File: config.mk
export PLATFORM = sky130hd
export DESIGN_NAME = crypto_sha256_msg_sched
export DESIGN_NICKNAME = d
export VERILOG_FILES = /design/src/rtl/crypto_sha256_msg_sched.sv
export SDC_FILE = /design/constraint.sdc
export NUM_CORES = 1
export LEC_CHECK = 0
export BUFFER_PORTS_ARGS = -buffer_cell sky130_fd_sc_hd__buf_2
export CAP_MARGIN = 20
export CORE_MARGIN = 2
export CORE_UTILIZATION = 60
export CTS_CLUSTER_DIAMETER = 150
export DETAILED_ROUTE_END_ITERATION = 6
export PLACE_DENSITY = 0.89
export SYNTH_ARGS = -nofsm -noshare
export SYNTH_HDL_FRONTEND = slang
export SYNTH_SLANG_ARGS = --single-unit
File: constraint.sdc
create_clock -name clk_i -period 14.75 [get_ports clk_i]
set_input_delay 0.7375 -clock clk_i [delete_from_list [all_inputs] [get_ports clk_i]]
set_output_delay 0.7375 -clock clk_i [all_outputs]
set_load 0.005 [all_outputs]
File: src/rtl/crypto_sha256_msg_sched.sv
// rtl/crypto_sha256_msg_sched.sv - SHA-256 message schedule engine (optional block counter: CRYPTO_SHA2_SCHED_CNT_EN)
module crypto_sha256_msg_sched (
    input  logic        clk_i,
    input  logic        rst_ni,
    input  logic        flush_i,
    input  logic        in_valid_i,
    output logic        in_ready_o,
    input  logic [31:0] in_data_i,
    output logic        out_valid_o,
    input  logic        out_ready_i,
    output logic [31:0] out_data_o,
    output logic [5:0]  out_idx_o,
    output logic        busy_o,
    output logic [15:0] blocks_o
);

    typedef enum logic {ST_LOAD, ST_EXPAND} state_e;

    state_e      state_q, state_d;
    logic [6:0]  t_q, t_d;
    logic [31:0] sched_buf [16];
    logic        ld;
    logic        load_fire;
    logic        exp_fire;
    logic [3:0]  slot;
    logic [31:0] w_new;

    function automatic logic [31:0] sig0(input logic [31:0] x);
        return {x[6:0], x[31:7]} ^ {x[17:0], x[31:18]} ^ {3'b000, x[31:3]};
    endfunction

    function automatic logic [31:0] sig1(input logic [31:0] x);
        return {x[16:0], x[31:17]} ^ {x[18:0], x[31:19]} ^ {10'b0, x[31:10]};
    endfunction

    // Handshake qualifiers and the next schedule word from the 16-entry window
    always_comb begin
        ld         = !out_valid_o || out_ready_i;
        in_ready_o = (state_q == ST_LOAD) && ld && !flush_i;
        load_fire  = in_valid_i && in_ready_o;
        exp_fire   = (state_q == ST_EXPAND) && ld && !flush_i;
        slot       = t_q[3:0];
        // slot indexes W[t-16]; 4-bit wraparound gives the (t-k)&15 positions
        w_new      = sig1(sched_buf[slot - 4'd2]) + sched_buf[slot - 4'd7]
                   + sig0(sched_buf[slot - 4'd15]) + sched_buf[slot];
        busy_o     = (t_q != 7'd0) || (state_q == ST_EXPAND);
    end

    // Next-state and round counter
    always_comb begin
        state_d = state_q;
        t_d     = t_q;
        if (flush_i) begin
            state_d = ST_LOAD;
            t_d     = 7'd0;
        end else if (load_fire) begin
            t_d = t_q + 7'd1;
            if (t_q == 7'd15) begin
                state_d = ST_EXPAND;
            end
        end else if (exp_fire) begin
            if (t_q == 7'd63) begin
                t_d     = 7'd0;
                state_d = ST_LOAD;
            end else begin
                t_d = t_q + 7'd1;
            end
        end
    end

    // State and round counter registers
    always_ff @(posedge clk_i or negedge rst_ni) begin
        if (!rst_ni) begin
            state_q <= ST_LOAD;
            t_q     <= 7'd0;
        end else begin
            state_q <= state_d;
            t_q     <= t_d;
        end
    end

    // Single-entry output register; holds while the consumer stalls
    always_ff @(posedge clk_i or negedge rst_ni) begin
        if (!rst_ni) begin
            out_valid_o <= 1'b0;
            out_data_o  <= 32'd0;
            out_idx_o   <= 6'd0;
        end else if (flush_i) begin
            out_valid_o <= 1'b0;
        end else if (load_fire) begin
            out_valid_o <= 1'b1;
            out_data_o  <= in_data_i;
            out_idx_o   <= t_q[5:0];
        end else if (exp_fire) begin
            out_valid_o <= 1'b1;
            out_data_o  <= w_new;
            out_idx_o   <= t_q[5:0];
        end else if (out_ready_i) begin
            out_valid_o <= 1'b0;
        end
    end

    // Circular window: each new word replaces the one 16 rounds older
    always_ff @(posedge clk_i) begin
        if (load_fire) begin
            sched_buf[slot] <= in_data_i;
        end else if (exp_fire) begin
            sched_buf[slot] <= w_new;
        end
    end

`ifdef CRYPTO_SHA2_SCHED_CNT_EN
    logic [15:0] blocks_q;

    // Count blocks whose final word W[63] was taken by the consumer
    always_ff @(posedge clk_i or negedge rst_ni) begin
        if (!rst_ni) begin
            blocks_q <= 16'd0;
        end else if (out_valid_o && out_ready_i && (out_idx_o == 6'd63)) begin
            blocks_q <= blocks_q + 16'd1;
        end
    end

    assign blocks_o = blocks_q;
`else
    assign blocks_o = 16'd0;
`endif

endmodule

### Word level (Yosys, flattened, before mapping)

Memory sizes are Yosys's and may differ from the RTL's.
Index checks and enable logic that the tools add are counted.

| storage, ports and cells | value |
|---|---|
| bits in registers | 47 |
| bits in writable memories | 512 |
| output and inout port bits | 57 |
| logic and storage cells | 62 |
| memories | 1 |

Memory list:

| memory | words | width | rd ports | clocked after Yosys merged registers in | wr ports | line | text |
|---|---|---|---|---|---|---|---|
| sched_buf | 16 | 32 | 4 | 0 | 1 | 21 | `logic [31:0] sched_buf [16];` |

| operators by class | value |
|---|---|
| $add $sub $neg | 7 |
| eq/ne operators | 3 |
| muxes and demuxes | 23 |
| bitwise operators | 7 |
| reductions and logical operators | 16 |

Operators by type and width:

| cell | count |
|---|---|
| $add A32 B32 Y32 | 3 |
| $mux W32 | 3 |
| $xor A32 B32 Y32 | 2 |
| $xor A32 B22 Y32 | 1 |
| $xor A32 B29 Y32 | 1 |
| $mux W7 | 4 |
| $mux W1 | 14 |
| $mux W6 | 2 |
| $add A7 B1 Y7 const B | 1 |
| $eq A7 B4 Y1 const B | 1 |
| $eq A7 B6 Y1 const B | 1 |
| $reduce_bool A7 Y1 | 1 |
| $reduce_bool A3 Y1 | 2 |
| $logic_and A1 B1 Y1 | 5 |
| $reduce_bool A4 Y1 | 1 |
| $sub A4 B2 Y4 const B | 1 |
| $sub A4 B3 Y4 const B | 1 |
| $sub A4 B4 Y4 const B | 1 |
| $ne A3 B2 Y1 const B | 1 |
| $reduce_and A3 Y1 | 1 |
| $logic_not A1 Y1 | 2 |
| $logic_or A1 B1 Y1 | 2 |
| $not A1 Y1 | 2 |
| $reduce_and A2 Y1 | 1 |
| other kinds (2) | 2 |

### Longest topological paths before layout

An unclocked memory read counts as a cell.

| logic depth | value |
|---|---|
| word-level depth | 9 |
| mapped depth | 33 |
| depth with buffers taken out | 24 |

### Least setup slack after synthesis

No wires, ideal clock.

| timing path | value |
|---|---|
| path kind | flip-flop to flip-flop |
| start | reg t_q[0] |
| end | mem sched_buf[0][30], data pin |
| setup time | 0.330 ns |
| arrival | 8.168 ns |
| required time | 14.420 ns |
| slack | 6.251 ns |
| stages on the path, launching flop included | 32 |
| buffers on the path | 12 |
| period minus slack after synthesis | 8.499 ns |
| path through | dfrtp_1 buf_6 buf_4 buf_4 buf_2 buf_2 buf_2 buf_2 inv_1 ha_1 buf_2 buf_2 buf_2 buf_2 mux4_2 mux4_2 xnor2_1 fa_1 inv_1 fa_1 inv_1 ha_1 clkbuf_1 a21oi_1 nand2_1 a21oi_1 a21oi_1 a311oi_1 o21bai_1 a211oi_1 xor2_1 o21ai_0 |

| between the ends | value |
|---|---|
| cells in the longest elaborated chain, start to end | 8 |

Ends and longest elaborated chain:

| item | line | text |
|---|---|---|
| from (decl) | 20 | `logic [6:0] t_q, t_d;` |
| from (signal assigned) | 78 | `t_q <= t_d;` |
| $sub A4 B2 Y4 | 44 | `w_new = sig1(sched_buf[slot - 4'd2]) + sched_buf[slot - 4'd7]` |
| $mem_v2 Z16 W32 (*) | -- |  |
| $xor A32 B32 Y32 | 33 | `return {x[16:0], x[31:17]} ^ {x[18:0], x[31:19]} ^ {10'b0, x[31:10]};` |
| $xor A32 B22 Y32 | 33 |  |
| $add A32 B32 Y32 | 44 |  |
| $add A32 B32 Y32 | 45 | `+ sig0(sched_buf[slot - 4'd15]) + sched_buf[slot];` |
| $add A32 B32 Y32 (*) | 45 |  |
| $mux W32 (no source line) (*) | -- |  |
| to (decl) | 21 |  |

Every way passes the cells marked *; elsewhere a longest branch is shown, timed or not.

### Worst setup path in the final report

| timing path | value |
|---|---|
| start | reg t_q[1] |
| end | mem sched_buf[3][31], data pin |

The elaborated chain is that of the path after synthesis.

==> summary.txt <==
Finish
  – Most frequent cells in the layout: 512 x edfxtp_1, 507 x mux4_2, 120 x xnor2_1
  – Layout cell share with drive strength beyond 1: 0.3608
  – Layout net count: 2163
  – Area occupied by registers: 0.01656 mm^2
  – Inserted Diodes: 0
  – Fill count: 3380
  – Most common cell after layout, fill and taps aside: edfxtp_1
  – Multi-input logic area: 0.01692 mm^2
  – Layout area overhead: 8.733%

Setup path
  – Critical path arrival: 9.27 ns
  – Critical path capture point type: register
  – WP data required: 15.06 ns
  – Setup CP Type: register to register
  – Worst path most repeated cell: inv_1
  – Crit-path cells: inv_1 -> ha_4 -> buf_4 -> mux4_2 -> mux4_2 -> xnor2_1 -> xnor2_1 -> fa_1 -> inv_1 -> fa_1 -> inv_1 -> ha_1 -> inv_1 -> fa_1 -> nor2b_1 -> o31a_1 -> o211ai_1 -> a211oi_1 -> o2111ai_1 -> a31oi_1 -> xnor2_1 -> nand2_1 -> o21a_1
  – CP Launch Type: register
  – Crit path largest cell delay: 1.08 ns
  – Worst-path maximum fanout: 62
  – Crit-path slowest cell: dfrtp_4

Logic synthesis
  – Main combinational cell family by area after synthesis: multiplexers
  – EDFF count, synth: 512
  – Post-synthesis mux area share: 0.3352
  – Synth warnings: 0
  – FFs w/ async S/R, synth: 0.08408
  – Compound-Gate Fraction of Synth Area: 0.03254
  – XOR/XNOR share of the synthesized area: 0.03803
  – Synthesized area per cell: 17.22 um^2
  – #FFs+latches synth: between 500 and 600
  – Post-synth top flop: edfxtp_1
  – Yosys top cell area share: 0.4467
  – Top post-synthesis cells by area: edfxtp_1 45%, mux4_2 33%, fa_1 3.6%
  – Number of library cell types mapped by synthesis: 60
  – Synthesized cell area: 0.03442 mm^2
  – Sequential area share after synthesis: 0.4809
  – Post-synthesis instance total: 1998
  – Synth Area in Simple Gates: 0.03003
  – Adder-cell share of the synthesized area: 0.04952
  – Synth area leader: edfxtp_1

Clock tree
  – Post-CTS Hold Buffers: 0
  – CTS Buf Count: 54
  – Insertion delay to the later sink of the worst-skew pair: 0.65 ns
  – CTS tree: done
  – CTS clk-pin slew, worst paths: roughly 0.070 ns
  – Clk sinks: between 500 and 600
  – CTS resizes: 0
  – Setup repair bufs after CTS: 0
  – CTS Root Cell: clkbuf_16
  – Maximum root-to-sink buffer count: 3
  – Htree depth: 2

STA
  – Setup TNS: 0 ns
  – Tightest Pin Transition: 1.238 ns
  – Slew headroom: 0.1744
  – Final Hold Vio Count: 0
  – Skew final: 0.02930 ns
  – Final slew viol count: 0
  – Period minus WS final: 8.961 ns
  – RSZ-0062 raised after global routing: false
  – Max Clk Rate: 111.6 MHz
  – Fin crit share: 0.6075
  – Setup-failing EPs final: 0

Outcome
  – Run status: finished, violations left
  – Failing checks: design-rule violations

Floorplanning
  – Die ar.: roughly 0.059 mm^2
  – Initial Util: 0.6092
  – Die Width: 243.5 um
  – Die Span Y: around 240 um
  – Core Area: 0.05650 mm^2
  – # IOs: 94
  – Row count: 87

Routing
  – ANT nets after route: 0
  – DRC viols: 2
  – Detailed Route Iter0 Violations: 3940
  – Wire per inst: 38.66 um
  – Routed WL: 109.4 mm
  – Drt first pass iters: 7
  – Via/cell ratio: ~8.1
  – Routed via count: 23050

Global routing
  – GRT overflow: 0
  – Wire length of the first global-routing pass: around 160 mm
  – Largest net degree at the start of global routing: 157
  – Initial antenna violation count: 1
  – Vias in the first global route: 22880
  – GRT Util Overall: 0.3752

Placed design
  – Port buffer count: 77
  – Detailed placement HPWL: roughly 67 mm
  – Weighted congestion at the end of routability-driven global placement: 0.9987

Pwr
  – Peak supply drop: 0.2061 mV
  – Pwr dens: between 200 and 250 mW/mm^2
  – Static leakage: roughly 12 nW
  – Overall Power: 7.689 mW

Min path
  – HP Class: input pin to asynchronous set/reset pin

Run
  – Max-cap violation count: 0
## kinds of logic after synthesis
kind of cell / count (synthesis)
multiplexers: 518
other: 1
buffers and inverters: 262
AO/OA/AOI/OAI: 177
flip-flops: 559
adder cells (fa/ha/maj): 99
AND/OR/NAND/NOR: 238
XOR/XNOR: 144
## registers in the layout (all words and copies together) (netlist names)
name	flops
state_q	1
out_idx_o	6
out_data_o	32
out_valid_o	1
t_q	7
sched_buf	512
## metal layers
layer | GRT usage | share of wire | wire (um)
met1 | 0.4729 | 0.29 | 31910
met2 | 0.5551 | 0.45 | 48860
met3 | 0.1380 | 0.18 | 19350
met4 | 0.2409 | 0.085 | 9259
met5 | 0 | 0 | 0
## through the flow
stage	utilization	area [um^2]	hold WS, ns	cells	worst slack, ns
after floorplan	-	34470	0.4419	2013	6.251
after global placement	0.6291	35540	0.4706	2727	6.401
after detailed placement	0.6291	35540	0.4835	2727	6.152
after CTS	0.6624	37420	0.2326	2829	5.967
after global routing	0.6624	37420	0.2682	2829	5.351
final	0.6624	37420	0.2028	2829	5.789
## cell usage after synthesis (21+ instances only)
cell type / n
mux4_2: 507
buf_2: 66
clkbuf_1: 52
inv_1: 102
ha_1: 37
nand2_1: 115
edfxtp_1: 512
o21ai_0: 41
xnor2_1: 120
dfrtp_1: 47
nor2_1: 56
buf_4: 21
a21oi_1: 45
fa_1: 62
## area by class of cell
class,instances,share of cell area
Clock inverter,38,0.01174
Sequential cell,559,0.4426
Clock buffer,64,0.03848
Timing Repair Buffer,118,0.01953
Multi-Input combinational cell,1192,0.4521
Inverter,102,0.01023
Tap cell,756,0.02528
## report_power, final
| group | internal (mW) | switching, mW |
|---|---|---|
| sequential | 1.76 | 0.0344 |
| clock | 0.845 | 0.647 |
| combinational | 1.78 | 2.63 |
| total | 4.38 | 3.31 |
## worst max-delay path: cells and delay by family (launching register included)
family	cells	cell delay (ns)
and+or+nand+nor	2	0.31
muxes	2	1.19
buffers and inverters	5	1.26
DFF	1	1.08
xor gates and xnor gates	3	0.60
adders and majority gates	5	2.35
AOI/OAI and AO/OA	6	1.73
## final timing paths
path | slack (ns) | startpoint | depth (start not counted) | end
setup reg to reg | 5.79 | t_q[1] | 23 | sched_buf[3][31]
min in group clk_i | 0.34 | in_data_i[15] | 3 | out_data_o[15]
hold / removal | 0.20 | rst_ni | 2 | out_data_o[2]
setup / recovery | 5.79 | t_q[1] | 23 | sched_buf[3][31]
hold reg to reg | 0.51 | out_idx_o[1] | 2 | out_idx_o[1]
max in group asynchronous | 14.05 | rst_ni | 2 | t_q[2]
(Power assumes the default switching activity.)
